--- src/rtl/mouse_packet_decoder_if.sv ---
// Bus between the PS/2 byte receiver / motion clock and the packet decoder.
interface mouse_packet_decoder_if;
  logic       ps2_ready;
  logic [7:0] ps2_data;
  logic       move_tick;
  logic [9:0] vx;
  logic [9:0] vy;
  logic       dx;
  logic       dy;
  logic       btn_left;
  logic       btn_right;
  logic       btn_middle;
  logic       left_press;
  logic       packet_valid;
  logic       sync_err;

  // Source side: receiver bytes and motion clock in, decoded motion out.
  modport master (
    output ps2_ready, ps2_data, move_tick,
    input  vx, vy, dx, dy, btn_left, btn_right, btn_middle,
           left_press, packet_valid, sync_err
  );

  // Decoder side.
  modport slave (
    input  ps2_ready, ps2_data, move_tick,
    output vx, vy, dx, dy, btn_left, btn_right, btn_middle,
           left_press, packet_valid, sync_err
  );
endinterface

--- src/rtl/mouse_packet_decoder.sv ---
// PS/2 mouse packet decoder: assembles 3-byte packets into per-axis speed,
// direction and button levels, holding velocity for one move period.
// Optional feature: MOUSE_SYNC_CHECK_EN rejects byte 0 when its sync bit is 0.
module mouse_packet_decoder #(
  parameter int unsigned TIMEOUT = 5_000_000,
  parameter int unsigned SHIFT   = 1
) (
  input logic              clk,
  input logic              rst,
  mouse_packet_decoder_if.slave bus
);

  localparam int unsigned CNT_W = $clog2(TIMEOUT) + 1;

  typedef enum logic [1:0] {B0, B1, B2} pkt_state_t;
  typedef enum logic [1:0] {IDLE, ARMED, WAIT_FALL} hold_state_t;

  pkt_state_t  pkt_state, pkt_next;
  hold_state_t hold_state, hold_next;

  logic [1:0]       ready_sr;
  logic [1:0]       tick_sr;
  logic [CNT_W-1:0] tmo_cnt;
  logic [2:0]       btn_q;
  logic [3:0]       flag_q;
  logic [7:0]       x_q;

  logic byte_rise, tick_rise, tick_fall;
  logic timeout_c, sync_ok_c;
  logic cap_b0_c, cap_x_c, done_c, drop_c, clear_c;

  // Axis magnitude of a 9-bit sign/magnitude-by-two's-complement value.
  function automatic logic [9:0] axis_mag(input logic sign, input logic ovf,
                                          input logic [7:0] val);
    logic [9:0] ext;
    logic [9:0] mag;
    ext = {sign, sign, val};
    if (ovf)       mag = 10'd255;
    else if (sign) mag = 10'(10'd0 - ext);
    else           mag = ext;
    return mag >> SHIFT;
  endfunction

  assign byte_rise = (ready_sr == 2'b01);
  assign tick_rise = (tick_sr == 2'b01);
  assign tick_fall = (tick_sr == 2'b10);
  assign timeout_c = (pkt_state != B0) && (tmo_cnt == CNT_W'(TIMEOUT - 1));

`ifdef MOUSE_SYNC_CHECK_EN
  assign sync_ok_c = bus.ps2_data[3];
`else
  assign sync_ok_c = 1'b1;
`endif

  // Edge samplers for the receiver ready level and the motion clock.
  always_ff @(posedge clk) begin
    if (rst) begin
      ready_sr <= 2'b00;
      tick_sr  <= 2'b00;
    end else begin
      ready_sr <= {ready_sr[0], bus.ps2_ready};
      tick_sr  <= {tick_sr[0], bus.move_tick};
    end
  end

  // Packet FSM state register.
  always_ff @(posedge clk) begin
    if (rst) pkt_state <= B0;
    else     pkt_state <= pkt_next;
  end

  // Packet FSM next state; an arriving byte beats a simultaneous timeout.
  always_comb begin
    pkt_next = pkt_state;
    case (pkt_state)
      B0: if (byte_rise && sync_ok_c) pkt_next = B1;
      B1: begin
        if (byte_rise)      pkt_next = B2;
        else if (timeout_c) pkt_next = B0;
      end
      B2: begin
        if (byte_rise)      pkt_next = B0;
        else if (timeout_c) pkt_next = B0;
      end
      default: pkt_next = B0;
    endcase
  end

  // Packet FSM strobes.
  always_comb begin
    cap_b0_c = 1'b0;
    cap_x_c  = 1'b0;
    done_c   = 1'b0;
    drop_c   = 1'b0;
    case (pkt_state)
      B0: begin
        cap_b0_c = byte_rise && sync_ok_c;
        drop_c   = byte_rise && !sync_ok_c;
      end
      B1:      cap_x_c = byte_rise;
      B2:      done_c  = byte_rise;
      default: ;
    endcase
  end

  // Inter-byte timeout counter, idle while waiting for byte 0.
  always_ff @(posedge clk) begin
    if (rst || pkt_state == B0 || byte_rise) tmo_cnt <= '0;
    else                                      tmo_cnt <= tmo_cnt + CNT_W'(1);
  end

  // Partial packet capture (byte 0 fields and X).
  always_ff @(posedge clk) begin
    if (rst) begin
      btn_q  <= '0;
      flag_q <= '0;
      x_q    <= '0;
    end else begin
      if (cap_b0_c) begin
        btn_q  <= bus.ps2_data[2:0];
        flag_q <= bus.ps2_data[7:4];
      end
      if (cap_x_c) x_q <= bus.ps2_data;
    end
  end

  // Hold FSM state register.
  always_ff @(posedge clk) begin
    if (rst) hold_state <= IDLE;
    else     hold_state <= hold_next;
  end

  // Hold FSM next state; a new packet always restarts at ARMED.
  always_comb begin
    hold_next = hold_state;
    if (done_c) hold_next = ARMED;
    else begin
      case (hold_state)
        ARMED:     if (tick_rise) hold_next = WAIT_FALL;
        WAIT_FALL: if (tick_fall) hold_next = IDLE;
        default:   hold_next = hold_state;
      endcase
    end
  end

  // Hold FSM output: velocity clear at the end of the move period.
  always_comb begin
    clear_c = 1'b0;
    if (hold_state == WAIT_FALL && tick_fall && !done_c) clear_c = 1'b1;
  end

  // Registered outputs.
  always_ff @(posedge clk) begin
    if (rst) begin
      bus.vx           <= '0;
      bus.vy           <= '0;
      bus.dx           <= 1'b0;
      bus.dy           <= 1'b0;
      bus.btn_left     <= 1'b0;
      bus.btn_right    <= 1'b0;
      bus.btn_middle   <= 1'b0;
      bus.left_press   <= 1'b0;
      bus.packet_valid <= 1'b0;
      bus.sync_err     <= 1'b0;
    end else begin
      bus.packet_valid <= done_c;
      bus.left_press   <= done_c && btn_q[0] && !bus.btn_left;
      bus.sync_err     <= drop_c;
      if (done_c) begin
        bus.vx         <= axis_mag(flag_q[0], flag_q[2], x_q);
        bus.vy         <= axis_mag(flag_q[1], flag_q[3], bus.ps2_data);
        bus.dx         <= !flag_q[0];
        bus.dy         <= !flag_q[1];
        bus.btn_left   <= btn_q[0];
        bus.btn_right  <= btn_q[1];
        bus.btn_middle <= btn_q[2];
      end else if (clear_c) begin
        bus.vx <= '0;
        bus.vy <= '0;
      end
    end
  end

endmodule
--- src/flat_wrapper.sv ---
// flat-port wrapper written by rule: the top's interface ports become plain ports
module mouse_packet_decoder_flat 
#(
  parameter int unsigned TIMEOUT = 5_000_000,
  parameter int unsigned SHIFT   = 1
)
  (clk, rst, bus_ps2_ready, bus_ps2_data, bus_move_tick, bus_vx, bus_vy, bus_dx, bus_dy, bus_btn_left, bus_btn_right, bus_btn_middle, bus_left_press, bus_packet_valid, bus_sync_err);
  mouse_packet_decoder_if bus_i ();
  input logic clk;
  input logic rst;
  input wire logic [$bits(bus_i.ps2_ready)-1:0] bus_ps2_ready;
  input wire logic [$bits(bus_i.ps2_data)-1:0] bus_ps2_data;
  input wire logic [$bits(bus_i.move_tick)-1:0] bus_move_tick;
  output wire logic [$bits(bus_i.vx)-1:0] bus_vx;
  output wire logic [$bits(bus_i.vy)-1:0] bus_vy;
  output wire logic [$bits(bus_i.dx)-1:0] bus_dx;
  output wire logic [$bits(bus_i.dy)-1:0] bus_dy;
  output wire logic [$bits(bus_i.btn_left)-1:0] bus_btn_left;
  output wire logic [$bits(bus_i.btn_right)-1:0] bus_btn_right;
  output wire logic [$bits(bus_i.btn_middle)-1:0] bus_btn_middle;
  output wire logic [$bits(bus_i.left_press)-1:0] bus_left_press;
  output wire logic [$bits(bus_i.packet_valid)-1:0] bus_packet_valid;
  output wire logic [$bits(bus_i.sync_err)-1:0] bus_sync_err;
  assign bus_i.ps2_ready = bus_ps2_ready;
  assign bus_i.ps2_data = bus_ps2_data;
  assign bus_i.move_tick = bus_move_tick;
  assign bus_vx = bus_i.vx;
  assign bus_vy = bus_i.vy;
  assign bus_dx = bus_i.dx;
  assign bus_dy = bus_i.dy;
  assign bus_btn_left = bus_i.btn_left;
  assign bus_btn_right = bus_i.btn_right;
  assign bus_btn_middle = bus_i.btn_middle;
  assign bus_left_press = bus_i.left_press;
  assign bus_packet_valid = bus_i.packet_valid;
  assign bus_sync_err = bus_i.sync_err;
  mouse_packet_decoder #(.TIMEOUT(TIMEOUT), .SHIFT(SHIFT)) u_core (.clk(clk), .rst(rst), .bus(bus_i));
endmodule
--- config.mk ---
export PLATFORM = sky130hd
export DESIGN_NAME = mouse_packet_decoder_flat
export DESIGN_NICKNAME = d
export VERILOG_FILES = /design/src/rtl/mouse_packet_decoder_if.sv /design/src/rtl/mouse_packet_decoder.sv /design/src/flat_wrapper.sv
export SDC_FILE = /design/constraint.sdc
export NUM_CORES = 1
export LEC_CHECK = 0
export CORE_ASPECT_RATIO = 0.6
export CORE_MARGIN = 5
export CORE_UTILIZATION = 30
export DETAILED_ROUTE_END_ITERATION = 7
export DONT_BUFFER_PORTS = 1
export PLACE_DENSITY = 0.53
export SLEW_MARGIN = 20
export SYNTH_ARGS = -nofsm -noshare
export SYNTH_HDL_FRONTEND = slang
export SYNTH_SLANG_ARGS = --single-unit
--- constraint.sdc ---
create_clock -name clk -period 2.6 [get_ports clk]
set_input_delay 0.26 -clock clk [delete_from_list [all_inputs] [get_ports clk]]
set_output_delay 0.26 -clock clk [all_outputs]
set_load 0.01 [all_outputs]
==> flow_summary.json, run 1 <==
{
  "drt_iter0_drc": 176,
  "drive_gt1_frac": 0.06897,
  "r2r_setup_slack_ps": 490,
  "synth_area_mm2": 0.003204,
  "crit_type": "reg -> reg",
  "yosys_warnings": 0,
  "cp-start-kind": "flip-flop",
  "final_hold_viol_count": 0,
  "dr.pass1.iters": 4,
  "grt_max_degree": 29,
  "cts-resized-gates": 0,
  "clock_skew_ps": 6.528,
  "synth_edf_count": 0,
  "cts_tree": "built",
  "critPathMaxStageDelay_ps": 740,
  "post-route-util": 0.3466,
  "powerDensity_mw_per_mm2": 670.2,
  "worst_pin_slew_ps": 768.8,
  "num_antenna_cells": 0,
  "track_usage": 0.1216,
  "ys.flop_type": "dfxtp_1",
  "vias_per_cell": 4.922,
  "cp.arrival_ps": 2370,
  "start_util": 0.3056,
  "io_pins": 40,
  "setup_tns_ps": 0,
  "ys_async_sr_fraction": 0,
  "synth.yosys.seq_area_share": 0.4498,
  "fin_crit_sh": 0.8125,
  "core-area_mm2": 0.01049,
  "max_freq_mhz": 473.4,
  "ir_worst_vdd_v": 0.0002441,
  "cts_root_buf": "clkbuf_16",
  "die-area_mm2": 0.01292,
  "critPathLaunch": "u_core.tmo_cnt[2]",
  "holdPathStages": 1,
  "dp_hpwl_mm": 5.472,
  "slew_viol_final": 0,
  "path_clk_slew_ps": 60,
  "cp-end-kind": "flip-flop",
  "cts_sinks": 72,
  "required_ps": 2860,
  "drt.antenna.violating_nets": 0,
  "areaGrowthSynthToFinish_pct": 13.43,
  "grt_pass1_wl_mm": 12.33,
  "crit_chain": "nand3_2, or4_1, or4_1, a21oi_1",
  "cts_buffers": 9,
  "route.detailed.drc": 0,
  "syn_avg_cell_area_um2": 8.591,
  "die_x_um": 143.4,
  "final_common_cell": "dfxtp_1",
  "final-setup-viol-count": 0,
  "cpMostUsedCell": "or4_1",
  "synth_seq_cells": 72,
  "grt_antenna_before_repair": 0,
  "reg2reg_from": "u_core.tmo_cnt[2]",
  "worstHoldPathType": "in -> reg",
  "layout.nets": 389,
  "cpMaxStageDelayCell": "or4_1",
  "min_from": "rst",
  "p_leak_uw": 0.001205,
  "routedWlPerCell_um": 14.91,
  "cts.htree.levels": 3,
  "wl_mm": 7.692,
  "worst_r2r_endpoint": "u_core.tmo_cnt[23]",
  "mostFrequentLayoutCells": "dfxtp_1 (72), nand2_1 (41), nor2_1 (32)",
  "run_status": "completed",
  "relSlewSlack": 0.4847,
  "rsz0062_at_grt": "no",
  "first_global_vias": 2300,
  "cts_max_path_buffers": 2,
  "place.gp.congestion": 0.7811,
  "synthDistinctLibCells": 49,
  "synthCells": 373,
  "period_minus_slack_ps": 2112,
  "crit_path_max_fanout": 12,
  "worstSkewPairLatency_ps": 330,
  "reg2regPathDepth": 4,
  "maxCapViolations": 0,
  "die_h_um": 90.06,
  "grt_overflow": 0,
  "port_buffers": 0,
  "whs_endpoint": "u_core.ready_sr[0]",
  "num_vias": 2540,
  "num_rows": 29
}
## state kept, by name (all words and copies together), names as in the netlist
register and count:
u_core.x_q 8, u_core.pkt_state 2, u_core.hold_state 2, u_core.tick_sr 2, u_core.bus.packet_valid 1, u_core.bus.btn_right 1, u_core.bus.dy 1, u_core.bus.btn_middle 1
u_core.flag_q 4, u_core.btn_q 3, u_core.bus.vx 9, u_core.bus.btn_left 1, u_core.bus.dx 1, u_core.tmo_cnt 24, u_core.ready_sr 2, u_core.bus.vy 9
u_core.bus.left_press 1
## worst max-delay path, delay by kind of cell (launching register included)
| family | cells | cell delay (ps) |
|---|---|---|
| and+or+nand+nor | 3 | 1490 |
| DFF | 1 | 400 |
| AOI/OAI and AO/OA | 1 | 150 |
## layout make-up
cell class,count,area [um2]
fillers,1042,6852
flip-flops and latches,72,1441
clock buffers,14,274.0
well taps,139,173.9
multi-input cells,268,1632
inverters,15,56.30
repair buffers,6,45.04
clock inverters,2,12.51
## per-stage QoR
step,instances,power (uW),setup WS [ps],instance area [um2],hold slack [ps]
final,516,2436,487.6,3635,14.58
after global routing,516,2528,373.6,3635,5.719
after CTS,516,2466,485.0,3640,9.994
after detailed placement,498,1277,496.4,3333,339.8
after global placement,498,1274,519.0,3333,338.7
after floorplan,375,1259,788.9,3212,388.2
## cell families (layout without fill, tap and decap cells)
kind of cell,after synthesis,after routing,synth area share
simple gates,154,154,0.2554
compound gates,78,78,0.1484
flops,72,72,0.4498
buf+inv,35,37,0.04529
xor+xnor,19,19,0.05193
mux,9,9,0.02851
fa+ha+maj,5,5,0.01952
other cells,1,3,0.001170
## power by group
part	switching [uW]	total, uW	internal (uW)
combinational	64.7	116	51.2
clock	452	1180	723
sequential	23.8	1150	1120
total	540	2440	1900
## worst max-delay path by stage
stage	to	slack, ps	depth (start not counted)
5_1_grt	u_core.tmo_cnt[22]	370	5
6_report	u_core.tmo_cnt[23]	490	4
2_1_floorplan	u_core.tmo_cnt[22]	790	6
4_1_cts	u_core.tmo_cnt[23]	480	4
3_3_place_gp	u_core.tmo_cnt[23]	520	4
3_5_place_dp	u_core.tmo_cnt[23]	500	4
## layer usage
metal	routed length, um	part of all wire	global-route usage
met5	0	0	0
met4	81	0.011	0.04310
met3	759	0.099	0.05726
met2	2824	0.37	0.1462
met1	4027	0.52	0.1825
## what timing repair did
action | CTS | global route
hold buffers | 2 | 0
buffers inserted | 0 | 0
endpoints found under the hold margin | 28 | 0
## synth_stat cells, drive strengths merged, types with 2 or more instances
cell	n	area (um2)
a32o	3	30.03
dfxtp	72	1441
and2	4	25.02
mux2i	8	80.08
nor2b	5	31.28
o41ai	3	26.28
nand3b	3	22.52
xor2	8	70.07
ha	5	62.56
a211oi	8	60.06
o211ai	2	15.01
nor3b	7	52.55
nor4b	2	17.52
xnor2	11	96.34
or3	9	56.30
nand2	41	153.9
nand2b	7	43.79
nand4	4	25.02
o31ai	7	52.55
or4	10	75.07
nor3	8	45.04
nor4	5	31.28
inv	14	52.55
nor2	32	120.1
a21oi	31	155.2
nand3	10	55.05
clkbuf	14	52.55
o21ai	18	90.09
buf	6	36.28
(Power assumes the default switching activity.)
==> inputs of run 2 (changes only) <==
- clock period: 2.6 -> 2.1 ns (I/O delays scaled with it)
==> run 2 against run 1 <==
  * Clock skew is essentially flat
  * Worst setup slack got worse by 340 ps
  * Critical path depth stayed put
  * Largest cell class unchanged
  * Largest power group unchanged
  * Cell count rose by 1.4%
  * First-iteration DRC count rose by 36%
  * Highest routed layer unchanged
  * Hold slack gained 2.1 ps
  * Design area is 3.3% higher
  * Critical endpoint is now u_core.tmo_cnt[22]
  * Sequential power grew 23%
  * Combinational power up 37%
  * Wire length rose by 6.6%
==> flow_summary.json, run 2 (synthesis gave the netlist of run 1 again) <==
{
  "powerDensity_mw_per_mm2": 877.6,
  "drt.antenna.violating_nets": 0,
  "cts_hold_buf": 1,
  "run_status": "completed",
  "num_vias": 2634,
  "port_buffers": 0,
  "areaGrowthSynthToFinish_pct": 17.22,
  "clock_skew_ps": 6.553,
  "ir_worst_vdd_v": 0.0003714,
  "cts.htree.levels": 3,
  "cts-resized-gates": 0,
  "layout.nets": 397,
  "period_minus_slack_ps": 1948,
  "crit_path_max_fanout": 10,
  "track_usage": 0.1277,
  "wl_mm": 8.202,
  "worstSkewPairLatency_ps": 330,
  "cts_buffers": 9,
  "p_leak_uw": 0.001268,
  "grt_pass1_wl_mm": 12.92,
  "max_freq_mhz": 513.4,
  "die-area_mm2": 0.01292,
  "drive_gt1_frac": 0.09115,
  "cts_max_path_buffers": 2,
  "cp-end-kind": "flip-flop",
  "power.total_uw": 3296,
  "num_antenna_cells": 0,
  "postCtsSetupBuffers": 0,
  "route.detailed.drc": 0,
  "path_clk_slew_ps": 60,
  "crit_type": "reg -> reg",
  "routedWlPerCell_um": 15.68,
  "cts_sinks": 72,
  "vias_per_cell": 5.036,
  "final-setup-viol-count": 0,
  "die_h_um": 90.06,
  "final_hold_viol_count": 0,
  "required_ps": 2360,
  "cts_tree": "built",
  "dp.cells": 507,
  "worstHoldPathType": "in -> reg",
  "die_x_um": 143.4,
  "cp-start-kind": "flip-flop",
  "fillers": 1056,
  "top_regs": "u_core.tmo_cnt: 24 flops, u_core.bus.vx: 9 flops, u_core.bus.vy: 9 flops",
  "cts_root_buf": "clkbuf_16",
  "final_common_cell": "dfxtp_1",
  "mostFrequentLayoutCells": "dfxtp_1 (72), nand2_1 (41), nor2_1 (32)",
  "cp.arrival_ps": 2210,
  "grt_max_degree": 33,
  "core-area_mm2": 0.01049,
  "io_pins": 40,
  "grt_antenna_before_repair": 0,
  "place.gp.congestion": 0.8018,
  "start_util": 0.3056,
  "slew_viol_final": 0,
  "first_global_vias": 2302,
  "drt_iter0_drc": 239,
  "dr.pass1.iters": 4,
  "grt_overflow": 0,
  "num_rows": 29,
  "setup_tns_ps": 0,
  "rsz0062_at_grt": "no",
  "top_register": "u_core.tmo_cnt",
  "maxCapViolations": 0,
  "fin_crit_sh": 0.9275,
  "largest_register_ffs": 24,
  "dp_hpwl_mm": 5.978,
  "fin_cells": 523
}
==> run 2: path summary, 6_finish.rpt <==
path | slack, ps | cells after the start | start | endpoint
worst max-delay path | 150 | 4 | u_core.tmo_cnt[8] | u_core.tmo_cnt[22]
worst min-delay path | 20 | 2 | bus_ps2_data[7] | u_core.x_q[7]
worst max register to register | 150 | 4 | u_core.tmo_cnt[8] | u_core.tmo_cnt[22]
worst min register to register | 470 | 2 | u_core.btn_q[0] | u_core.bus.btn_left
==> run 2: report_power, final <==
part	switching [uW]	leakage (uW)	internal, uW
logic	89.7	0.000528	69.2
clock network	569	0.000159	1160
registers	25.3	0.000582	1390
total	684	0.00127	2610
==> run 2: layout make-up <==
type | count | area [um2] | area share
Multi-Input combinational cell | 268 | 1632 | 0.4344
Sequential cell | 72 | 1441 | 0.3837
Clock buffer | 10 | 229.0 | 0.06096
Tap cell | 139 | 173.9 | 0.04630
Timing Repair Buffer | 14 | 117.6 | 0.03131
Clock inverter | 5 | 106.4 | 0.02831
Inverter | 15 | 56.30 | 0.01499
==> run 2: through the flow <==
step | worst slack, ps | instance area, um2 | hold WS, ps | utilization
global route | 10.25 | 3756 | 16.71 | 0.3582
finish | 152.2 | 3756 | 16.72 | 0.3582
floorplan | 288.9 | 3212 | 338.2 | -
CTS | 155.6 | 3756 | 2.146 | 0.3582
detailed placement | 161.4 | 3401 | 290.4 | 0.3243
global placement | 206.0 | 3401 | 287.8 | 0.3243
==> run 2: routing by layer <==
metal | share of wire | GRT usage
met5 | 0 | 0
met4 | 0.012 | 0.04937
met3 | 0.089 | 0.05249
met2 | 0.36 | 0.1462
met1 | 0.54 | 0.2006
==> run 2: critical path, cell delays in order, from the launching register on <==
cell and delay, ps:
dfxtp_1 420, nand4_1 180, or4_1 690, or4_1 440
a21oi_1 150
==> inputs of run 3 (changes only) <==
- CORE_UTILIZATION: 30 -> 45
- PLACE_DENSITY: 0.53 -> 0.69
- SETUP_SLACK_MARGIN: unset -> 0.2
==> run 3 against run 2 <==
  * Sequential power barely moved
  * Power fell by 6.3%
  * Die area fell by 31%
  * Fmax increased by 5.6%
  * Hold slack worse by 2.4 ps
  * Worst setup slack gained 100 ps
  * Cell count shrank 9.6%
  * Critical path type unchanged
==> flow_summary.json, run 3 (synthesis gave the netlist of run 1 again) <==
{
  "first_global_vias": 2321,
  "die_x_um": 118.9,
  "drt.antenna.violating_nets": 0,
  "cp-end-kind": "flip-flop",
  "powerDensity_mw_per_mm2": 828.5,
  "register_area_mm2": 0.001453,
  "num_rows": 23,
  "start_util": 0.4718,
  "place.gp.congestion": 0.8451,
  "placed_area_mm2": 0.003328,
  "io_pins": 40,
  "route.detailed.drc": 0,
  "cp-start-kind": "flip-flop",
  "required_ps": 2370,
  "core-area_mm2": 0.006792,
  "track_usage": 0.1840,
  "final_hold_viol_count": 0,
  "cts_root_buf": "clkbuf_16",
  "worst_pin_slew_ps": 540.8,
  "layout.nets": 398,
  "drt-met1-wl_mm": 3.863,
  "crit_type": "reg -> reg",
  "routedWlPerCell_um": 16.72,
  "wl_mm": 7.910,
  "max_freq_mhz": 542.0,
  "cp.arrival_ps": 2110,
  "relSlewSlack": 0.6374,
  "ir_worst_vdd_v": 0.0004338,
  "p_leak_uw": 0.001287,
  "cts_buffers": 9,
  "cts_tree": "built",
  "drive_gt1_frac": 0.1321,
  "cts_max_path_buffers": 2,
  "die-area_mm2": 0.008964,
  "vias_per_cell": 5.748,
  "cts_sinks": 72,
  "fillers": 623,
  "period_minus_slack_ps": 1845,
  "detailedPlace.worstSlack_ps": 167.6,
  "path_clk_slew_ps": 50,
  "fin_crit_sh": 0.8785,
  "grt_overflow": 0,
  "clock_skew_ps": 4.911,
  "rsz0062_at_grt": "yes",
  "clockPowerShare": 0.491,
  "grt_antenna_before_repair": 0,
  "p_int_uw": 2436,
  "crit_path_max_fanout": 6,
  "slew_viol_final": 0,
  "grt_pass1_wl_mm": 12.52,
  "final_common_cell": "dfxtp_1",
  "dp_hpwl_mm": 5.641,
  "worstSkewPairLatency_ps": 330,
  "largest_register_ffs": 24,
  "routed-wl-met2_mm": 2.940,
  "multi_input_area_mm2": 0.001677,
  "port_buffers": 0,
  "drt_iter0_drc": 251,
  "run_status": "completed",
  "cts.htree.levels": 3,
  "areaGrowthSynthToFinish_pct": 16.32,
  "top_register": "u_core.tmo_cnt",
  "num_antenna_cells": 0,
  "die_h_um": 75.37,
  "worstHoldPathType": "in -> reg",
  "seq_power_share": 0.457,
  "final-setup-viol-count": 0,
  "setup_tns_ps": 0,
  "grt_max_degree": 33,
  "pwr-share-comb": 0.052,
  "fin_ws_ps": 255.1,
  "maxCapViolations": 0,
  "dr.max_layer_used": "met4",
  "p_sw_uw": 652.3,
  "stdcell_area_mm2": 0.003727,
  "dr.pass1.iters": 6,
  "switching_share": 0.2113,
  "wl_met3_mm": 1.010,
  "top_regs": "u_core.tmo_cnt: 24 flops, u_core.bus.vx: 9 flops, u_core.bus.vy: 9 flops",
  "mostFrequentLayoutCells": "dfxtp_1 (67), nand2_1 (41), nor2_1 (31)",
  "num_vias": 2719
}
[run 3: cell types whose count changed in the layout (fill, tap and decap cells not counted), moves of 3 or more]
cell and delta:
a21oi_1 -3, dfxtp_2 +3, dfxtp_1 -5, a21oi_2 +3, or4_4 +3, or4_1 -3
[run 3: critical path: stages (launching register included)]
cell     delay, ps
dfxtp_4        370
nand4_1        170
or4_4          600
buf_6          150
or3_1          360
a21oi_2        130
[run 3: area by class of cell]
| class | count | area share |
|---|---|---|
| inverter | 15 | 0.01511 |
| tap | 87 | 0.02920 |
| multi-input combinational | 268 | 0.4498 |
| clock buffer | 13 | 0.06982 |
| clock inverter | 3 | 0.01074 |
| sequential | 72 | 0.3897 |
| timing repair buffer | 15 | 0.03558 |
[run 3: timing repair]
action | in CTS | in global routing
endpoints found under the setup margin | 3 | 9
gates resized for setup | 3 | 19
setup buffers | 0 | 2
gates cloned | 0 | 0
hold buffers | 1 | 0
pin swaps | 0 | 10
endpoints found under the hold margin | 32 | 0
[run 3: power by group through the flow]
stage | logic, uW | registers, uW | clock network [uW]
final | 159 | 1410 | 1520
after global routing | 179 | 1410 | 1620
after detailed placement | 143 | 1440 | 0
after CTS | 157 | 1410 | 1550
after floorplan | 129 | 1430 | 0
after global placement | 139 | 1440 | 0
[run 3: worst paths after layout]
| path | from | endpoint | slack, ps | depth (start not counted) |
|---|---|---|---|---|
| min | bus_move_tick | u_core.tick_sr[0] | 10 | 1 |
| max | u_core.tmo_cnt[9] | u_core.tmo_cnt[15] | 260 | 5 |
| max reg2reg | u_core.tmo_cnt[9] | u_core.tmo_cnt[15] | 260 | 5 |
| min reg2reg | u_core.tmo_cnt[0] | u_core.tmo_cnt[0] | 460 | 1 |
[run 3: stage by stage]
step / std cells / total power, uW / util / hold WS (ps)
floorplan: 375 / 1559 / - / 338.2
global route: 473 / 3209 / 0.5488 / 4.901
CTS: 471 / 3116 / 0.5385 / 3.946
detailed placement: 454 / 1586 / 0.4901 / 292.2
finish: 473 / 3088 / 0.5488 / 14.36
global placement: 454 / 1580 / 0.4901 / 289.1
[run 3: layer usage]
layer  track usage  vias to the layer above
li1              -                     1330
met1        0.2669                     1242
met2        0.2340                      137
met3       0.09050                       10
met4       0.05777                        0
met5             0                        -
